==> config.mk <==
export PLATFORM = sky130hd
export DESIGN_NAME = serial_adder_sub
export DESIGN_NICKNAME = d
export VERILOG_FILES = /design/src/rtl/serial_adder_pkg.sv /design/src/rtl/full_adder_cell.sv /design/src/rtl/serial_adder_sub.sv
export SDC_FILE = /design/constraint.sdc
export NUM_CORES = 1
export LEC_CHECK = 0
export ABC_CLOCK_PERIOD_IN_PS = 3000
export BUFFER_PORTS_ARGS = -buffer_cell sky130_fd_sc_hd__buf_4
export CAP_MARGIN = 5
export CORE_MARGIN = 3
export CORE_UTILIZATION = 44
export CTS_BUF_LIST = sky130_fd_sc_hd__clkbuf_8 sky130_fd_sc_hd__clkbuf_16
export DETAILED_ROUTE_END_ITERATION = 8
export PLACE_DENSITY = 0.74
export SYNTH_ARGS = -nofsm -noshare
export SYNTH_HDL_FRONTEND = slang
export SYNTH_SLANG_ARGS = --single-unit
==> constraint.sdc <==
create_clock -name clk -period 3 [get_ports clk]
set_input_delay 0.6 -clock clk [delete_from_list [all_inputs] [get_ports clk]]
set_output_delay 0.6 -clock clk [all_outputs]
set_load 0.02 [all_outputs]
==> src/rtl/serial_adder_pkg.sv <==
// Shared types and helpers for the serial add/subtract unit.
//   sa_state_t : control FSM encoding (IDLE, RUN, DONE)
//   cnt_width  : digit-counter width for an N-digit operation (at least 1 bit)
package serial_adder_pkg;

  typedef enum logic [1:0] {
    IDLE = 2'd0,
    RUN  = 2'd1,
    DONE = 2'd2
  } sa_state_t;

  function automatic int cnt_width(input int n);
    return (n <= 2) ? 1 : $clog2(n);
  endfunction

endpackage

==> src/rtl/full_adder_cell.sv <==
// One-bit full adder, purely combinational.
//   A, B, Ci : addend bits and carry-in
//   S, Co    : sum bit and carry-out
module full_adder_cell (
  input  logic A,
  input  logic B,
  input  logic Ci,
  output logic S,
  output logic Co
);

  assign S  = A ^ B ^ Ci;
  assign Co = (A & B) | (Ci & (A ^ B));

endmodule

==> src/rtl/serial_adder_sub.sv <==
// Multi-cycle add/subtract unit. Operands are captured on start and then
// consumed DIGIT bits per clock, LSB first, through a ripple chain of
// full_adder_cell instances. The carry is held in a register between digits.
//   clk, rst        : clock, asynchronous active-high reset
//   start, sub      : request strobe and operation select (1 = subtract)
//   A, B, Ci        : operands and carry-in / borrow-in, captured at accept
//   busy, done      : busy for N cycles, then done for one cycle
//   S, Co, OV       : result, carry-out (sub: 1 = no borrow), signed overflow
module serial_adder_sub
  import serial_adder_pkg::*;
#(
  parameter int WIDTH = 8,
  parameter int DIGIT = 1
) (
  input  logic             clk,
  input  logic             rst,
  input  logic             start,
  input  logic             sub,
  input  logic [WIDTH-1:0] A,
  input  logic [WIDTH-1:0] B,
  input  logic             Ci,
  output logic             busy,
  output logic             done,
  output logic [WIDTH-1:0] S,
  output logic             Co,
  output logic             OV
);

  localparam int N     = WIDTH / DIGIT;
  localparam int CNT_W = cnt_width(N);

  sa_state_t          state_q, state_d;
  logic [WIDTH-1:0]   a_sh_q, b_sh_q, s_q;
  logic               carry_q, co_q, ov_q;
  logic [CNT_W-1:0]   cnt_q;
  logic               accept, last;

  // Ripple chain for one digit; c[0] is the carry carried over between clocks.
  logic [DIGIT:0]     c;
  logic [DIGIT-1:0]   dsum;
  logic [WIDTH+DIGIT-1:0] s_cat;

  assign c[0] = carry_q;

  for (genvar g = 0; g < DIGIT; g++) begin : g_cell
    full_adder_cell u_fa (
      .A  (a_sh_q[g]),
      .B  (b_sh_q[g]),
      .Ci (c[g]),
      .S  (dsum[g]),
      .Co (c[g+1])
    );
  end

  // New digit enters at the MSB end; the top WIDTH bits of the concatenation
  // are the shifted result (also valid when DIGIT == WIDTH).
  assign s_cat = {dsum, s_q};

  always_ff @(posedge clk or posedge rst) begin
    if (rst) state_q <= IDLE;
    else     state_q <= state_d;
  end

  always_comb begin
    state_d = state_q;
    accept  = 1'b0;
    last    = 1'b0;
    unique case (state_q)
      IDLE: if (start) begin
        accept  = 1'b1;
        state_d = RUN;
      end
      RUN: if (cnt_q == CNT_W'(N - 1)) begin
        last    = 1'b1;
        state_d = DONE;
      end
      DONE: begin
        if (start) begin
          accept  = 1'b1;
          state_d = RUN;
        end else begin
          state_d = IDLE;
        end
      end
      default: state_d = IDLE;
    endcase
  end

  always_ff @(posedge clk or posedge rst) begin
    if (rst) begin
      a_sh_q  <= '0;
      b_sh_q  <= '0;
      s_q     <= '0;
      carry_q <= 1'b0;
      co_q    <= 1'b0;
      ov_q    <= 1'b0;
      cnt_q   <= '0;
    end else if (accept) begin
      // Subtraction is A + ~B + 1; a borrow-in cancels the +1.
      a_sh_q  <= A;
      b_sh_q  <= sub ? ~B : B;
      carry_q <= Ci ^ sub;
      cnt_q   <= '0;
    end else if (state_q == RUN) begin
      a_sh_q  <= a_sh_q >> DIGIT;
      b_sh_q  <= b_sh_q >> DIGIT;
      s_q     <= s_cat[WIDTH+DIGIT-1:DIGIT];
      carry_q <= c[DIGIT];
      cnt_q   <= cnt_q + CNT_W'(1);
      if (last) begin
        co_q <= c[DIGIT];
        ov_q <= c[DIGIT] ^ c[DIGIT-1];
      end
    end
  end

  assign busy = (state_q == RUN);
  assign done = (state_q == DONE);
  assign S    = s_q;
  assign Co   = co_q;
  assign OV   = ov_q;

endmodule

Word-level counts from Yosys, hierarchy flattened
Index checks and enable logic that the tools add are counted.
{"block": "classes", "add_sub_neg": 1, "eq_ne": 5, "n_mux": 17, "bitwise": 9, "reduce_logical": 6}
{"operator": "8-bit 2-to-1 mux", "n": 5}
{"operator": "8-bit NOT", "n": 1}
{"operator": "1-bit 2-to-1 mux", "n": 7}
{"operator": "3-bit 2-to-1 mux", "n": 2}
{"operator": "2-bit case mux with 3 select lines", "n": 1}
{"operator": "2-bit 2-to-1 mux", "n": 2}
{"operator": "2-bit AND reduction", "n": 2}
{"operator": "1-bit bitwise XOR", "n": 4}
{"operator": "3-bit by 1-bit adder with 3-bit output (second input constant)", "n": 1}
{"operator": "3-bit == test (second input constant)", "n": 1}
{"operator": "3-bit AND reduction", "n": 1}
{"operator": "1-bit AND", "n": 2}
{"operator": "2-bit by 1-bit == test with 1-bit output (second input constant)", "n": 1}
{"operator": "2-bit == test (second input constant)", "n": 1}
{"operator": "2-bit zero test", "n": 1}
{"operator": "2-bit by 1-bit inequality test with 1-bit output (second input constant)", "n": 1}
{"operator": "2-bit inequality test (second input constant)", "n": 1}
{"operator": "2-bit nonzero test", "n": 1}
{"operator": "2-bit OR reduction", "n": 1}
{"operator": "1-bit NOT", "n": 1}
{"operator": "1-bit bitwise OR", "n": 1}
{"block": "totals", "ff_bits": 32, "inputBits": 21, "out_inout_bits": 12, "word_cells": 46}

Longest topological paths before layout
{"block": "logic_depth", "word_depth": 5, "ltp_mapped": 5, "mapped_depth_nobuf": 4}

Cells and area by module
Synthesis repeated with hierarchy kept, for this count alone.
{"block": "hier_totals", "hier_cells": 152, "hier_area_um2": 1483.9}
{"module": "serial_adder_sub", "n_inst": 1, "cells_per_inst": 151, "area_per_inst_um2": 1463.9, "seq_area_each_um2": 800.8}
{"module": "full_adder_cell", "n_inst": 1, "cells_per_inst": 1, "area_per_inst_um2": 20.0, "seq_area_each_um2": 0.0}

Least setup slack after synthesis
No wires, ideal clock.
{"block": "synth_path", "kind": "register to output", "from": "register state_q[1]", "to": "output port busy", "arrival_time_ps": 783, "required_time_ps": 2400, "setup_slack_ps": 1617, "path_stages_with_launch": 4, "n_path_buf": 2, "cell_sequence": "dfrtp_1 -> nor2b_4 -> buf_6 -> buf_4"}
{"block": "synth_between", "elab_chain_cells": 1}
{"element": "start, declared", "line_no": "serial_adder_sub.sv:32", "source": "sa_state_t state_q, state_d;"}
{"element": "start signal, assigned", "line_no": "serial_adder_sub.sv:61", "source": "else state_q <= state_d;"}
{"element": "2-bit by 1-bit == test with 1-bit output", "line_no": "serial_adder_sub.sv:117", "source": "assign busy = (state_q == RUN);"}
{"element": "end, declared", "line_no": "serial_adder_sub.sv:22", "source": "output logic busy,"}
No other way between the ends.

Worst setup path in the final report
Ends and elaborated chain as after synthesis.

==> results by group <==
Synth
  • Flops & latches, synth: 32
  • Post-Syn Area per Cell: between 10 and 15 um2
  • Synth Flop Type: dfrtp_1
  • Mapped Nets: 143
  • Top cells by count, synth: 32 x dfrtp_1, 12 x mux2i_1, 11 x nand2_1, 11 x o21ai_1, 9 x xor2_1
  • Synthesized area: 0.00150 mm2
  • Cell accounting for the most synthesized area: dfrtp_1
  • Ranking of synthesized cells by area: dfrtp_1 53%, mux2i_1 8.0%, mux2_1 6.0%
  • FFs w/ async S/R, synth: 1.00
  • Sequential-to-total area share from yosys stat: 0.535
  • Count leader, synth: dfrtp_1
  • Top-area cell type share of the netlist area: 0.535
  • Post-synth EDFFs: 0
  • Yosys warnings: 0
  • Synthesized instance count: 119
  • Count of distinct cell types in the synthesized netlist: 25

Clock tree
  • H-tree Lvls: 2
  • Number of buffers created by CTS: 5
  • Clk pin slew, worst setup/hold paths: 0.07 ns
  • Root Buffer: clkbuf_8
  • Clock latency on the worst-skew pair: 0.29 ns
  • Hold buffers post-CTS: 0
  • Clock Tree Buf Depth: 2
  • CTS tree: yes
  • Post_cts resized: 0
  • # clock sinks: 32
  • Setup bufs post-CTS: 0

Die
  • Die area: 0.00414 mm2
  • DIE HEIGHT: 64.3 um
  • CORE AREA: 0.00315 mm2
  • Initial Utilization: 0.475
  • Rows: 20
  • Top-Level Pins: 33
  • Die X: around 64 um

Final layout
  • Layout cells sized above 1: 0.314
  • Post-layout util: 0.592
  • Fillers: 277
  • Fin nets: 176
  • Area grow syn2layout: 24.7%
  • ANT cells: 0

Placement
  • Pre-CTS WS: 1.35 ns
  • Gpl congestion: 0.752
  • Port bufs: 32
  • Hpwl dp: just under 2000 um

STA
  • Final Hold Fails: 0
  • Skew final: around 0.0073 ns
  • Final WS setup: 1.03 ns
  • Unrepaired setup endpoints after global routing: no
  • Slew Viols, Final: 0
  • Setup TNS: 0 ns
  • Rel. slew slack: 0.419
  • Endpoints failing setup: 0
  • Max Freq: 508 MHz
  • Slew @ Worst Pin: 0.871 ns
  • Tcrit/Tclk final: 0.656
  • Minimum clock period: a little under 2 ns

Drt
  • Routed WL: 2620 um
  • 1st-iter DRT viols: 56
  • Detailed Routing Iterations Pass 1: 4
  • # DRC: 0
  • Wirelength per Cell: roughly 13 um
  • Via density: 5.05
  • Routed Antenna Nets: 0
  • Via Count: 995

Critical path
  • CP Launch Point: state_q[1]
  • Worst Setup EP: busy
  • Reg2reg setup slack: 1.37 ns
  • CP arrival: 1.37 ns
  • Startpoint types: flop
  • CP Data Required Time: roughly 2.4 ns
  • CP max FO: 17
  • Endpoint type of the worst setup path: primary output
  • Cells on worst reg2reg path: 3
  • Critical R2R Launch: state_q[1]
  • Crit Path Class: reg -> out
  • Reg-to-Reg End: S[0]

GRT
  • GR Util met3: 0.0721
  • Initial antenna violation count: 0
  • Vias in the first global route: 1026
  • GR Util met2: 0.232
  • Gr usage total: 0.147
  • Most Crowded Layer GR: met2
  • Met1 Resource Use GR: 0.174
  • First-pass GRT wire length: 4600 um
  • Pin count of the biggest net entering global routing: 31
  • Gr ovfl total: 0

Status
  • Outcome: complete, no violations

Job
  • Maxcap violations: 0

Power and ir drop
  • Peak VDD IR: 0.544 mV
  • Power Density: 1100 mW/mm2
  • Pleak: 0.000944 uW

Min path
  • HP Class: reg -> reg
==> placed cells by master (no fill, tap or decap) <==
cell       instances
mux2i_1           12
nor2b_1            1
and2_4             1
xor2_1             9
clkbuf_8           7
a21oi_1            2
nor2b_4            1
xnor2_1            1
mux2_1             8
and2b_4            1
buf_4             34
dfrtp_1           32
nor2_1             1
bufinv_16          1
nand2_1           11
mux2_4             1
nor2_2             1
a22o_1             7
fa_1               1
o21ai_1           11
a21o_1             5
mux2_2             1
inv_1              2
ha_1               2
==> cells by family (layout without fill, tap and decap cells) <==
family                     after synthesis  in the layout  synth area share
DFF                                     32             32             0.535
buffers and inverters                   10             44            0.0493
and+or+nand+nor                         17             17            0.0602
AOI/OAI and AO/OA                       25             25             0.109
muxes                                   22             22             0.158
adders and majority gates                3              3            0.0301
xor gates and xnor gates                10             10            0.0585
==> how the worst min path moves through the flow <==
stage	from	end	slack, ns	depth (start not counted)
final	a_sh_q[2]	a_sh_q[2]	0.48	1
after global placement	a_sh_q[3]	a_sh_q[3]	0.46	1
after detailed placement	a_sh_q[2]	a_sh_q[2]	0.47	1
after global routing	a_sh_q[2]	a_sh_q[2]	0.50	1
after floorplan	a_sh_q[1]	a_sh_q[1]	0.45	1
after CTS	a_sh_q[2]	a_sh_q[2]	0.48	1
==> power by group <==
group / total, uW / internal, uW / switching, uW
Sequential: 751 / 632 / 119
Combinational: 852 / 428 / 424
Clock: 451 / 293 / 158
==> through the flow <==
| step | instances | total power (uW) | hold WS, ns | instance area [um2] |
|---|---|---|---|---|
| after floorplan | 119 | 1410 | 0.450 | 1500 |
| after global placement | 189 | 1580 | 0.461 | 1740 |
| after detailed placement | 189 | 1630 | 0.467 | 1740 |
| after CTS | 197 | 2080 | 0.482 | 1870 |
| after global routing | 197 | 2210 | 0.501 | 1870 |
| final | 197 | 2050 | 0.478 | 1870 |
==> routing by layer <==
metal	vias up	routed length, um	share of wire
met3	7	200	0.076
li1	473	-	-
met1	484	1060	0.40
met2	31	1310	0.50
met4	0	51	0.020
met5	-	0	0
==> cell type report <==
type	instances	area, um2	share of cell area
Timing Repair Buffer	34	255	0.137
Tap cell	44	55.1	0.0295
Clock inverter	1	30.0	0.0161
Multi-Input combinational cell	77	623	0.334
Sequential cell	32	801	0.429
Inverter	2	7.51	0.00402
Clock buffer	7	96.3	0.0516
==> flip-flops by register name, summed over array words and instances, names as in the netlist <==
name / count
a_sh_q: 8
state_q: 2
S: 8
OV: 1
b_sh_q: 8
cnt_q: 3
Co: 1
carry_q: 1
==> worst max-delay path, stage by stage, from the launching register on <==
cell	delay, ns
dfrtp_1	0.41
nor2b_4	0.42
buf_4	0.23
Note: power is estimated with default switching activity, not from simulation.
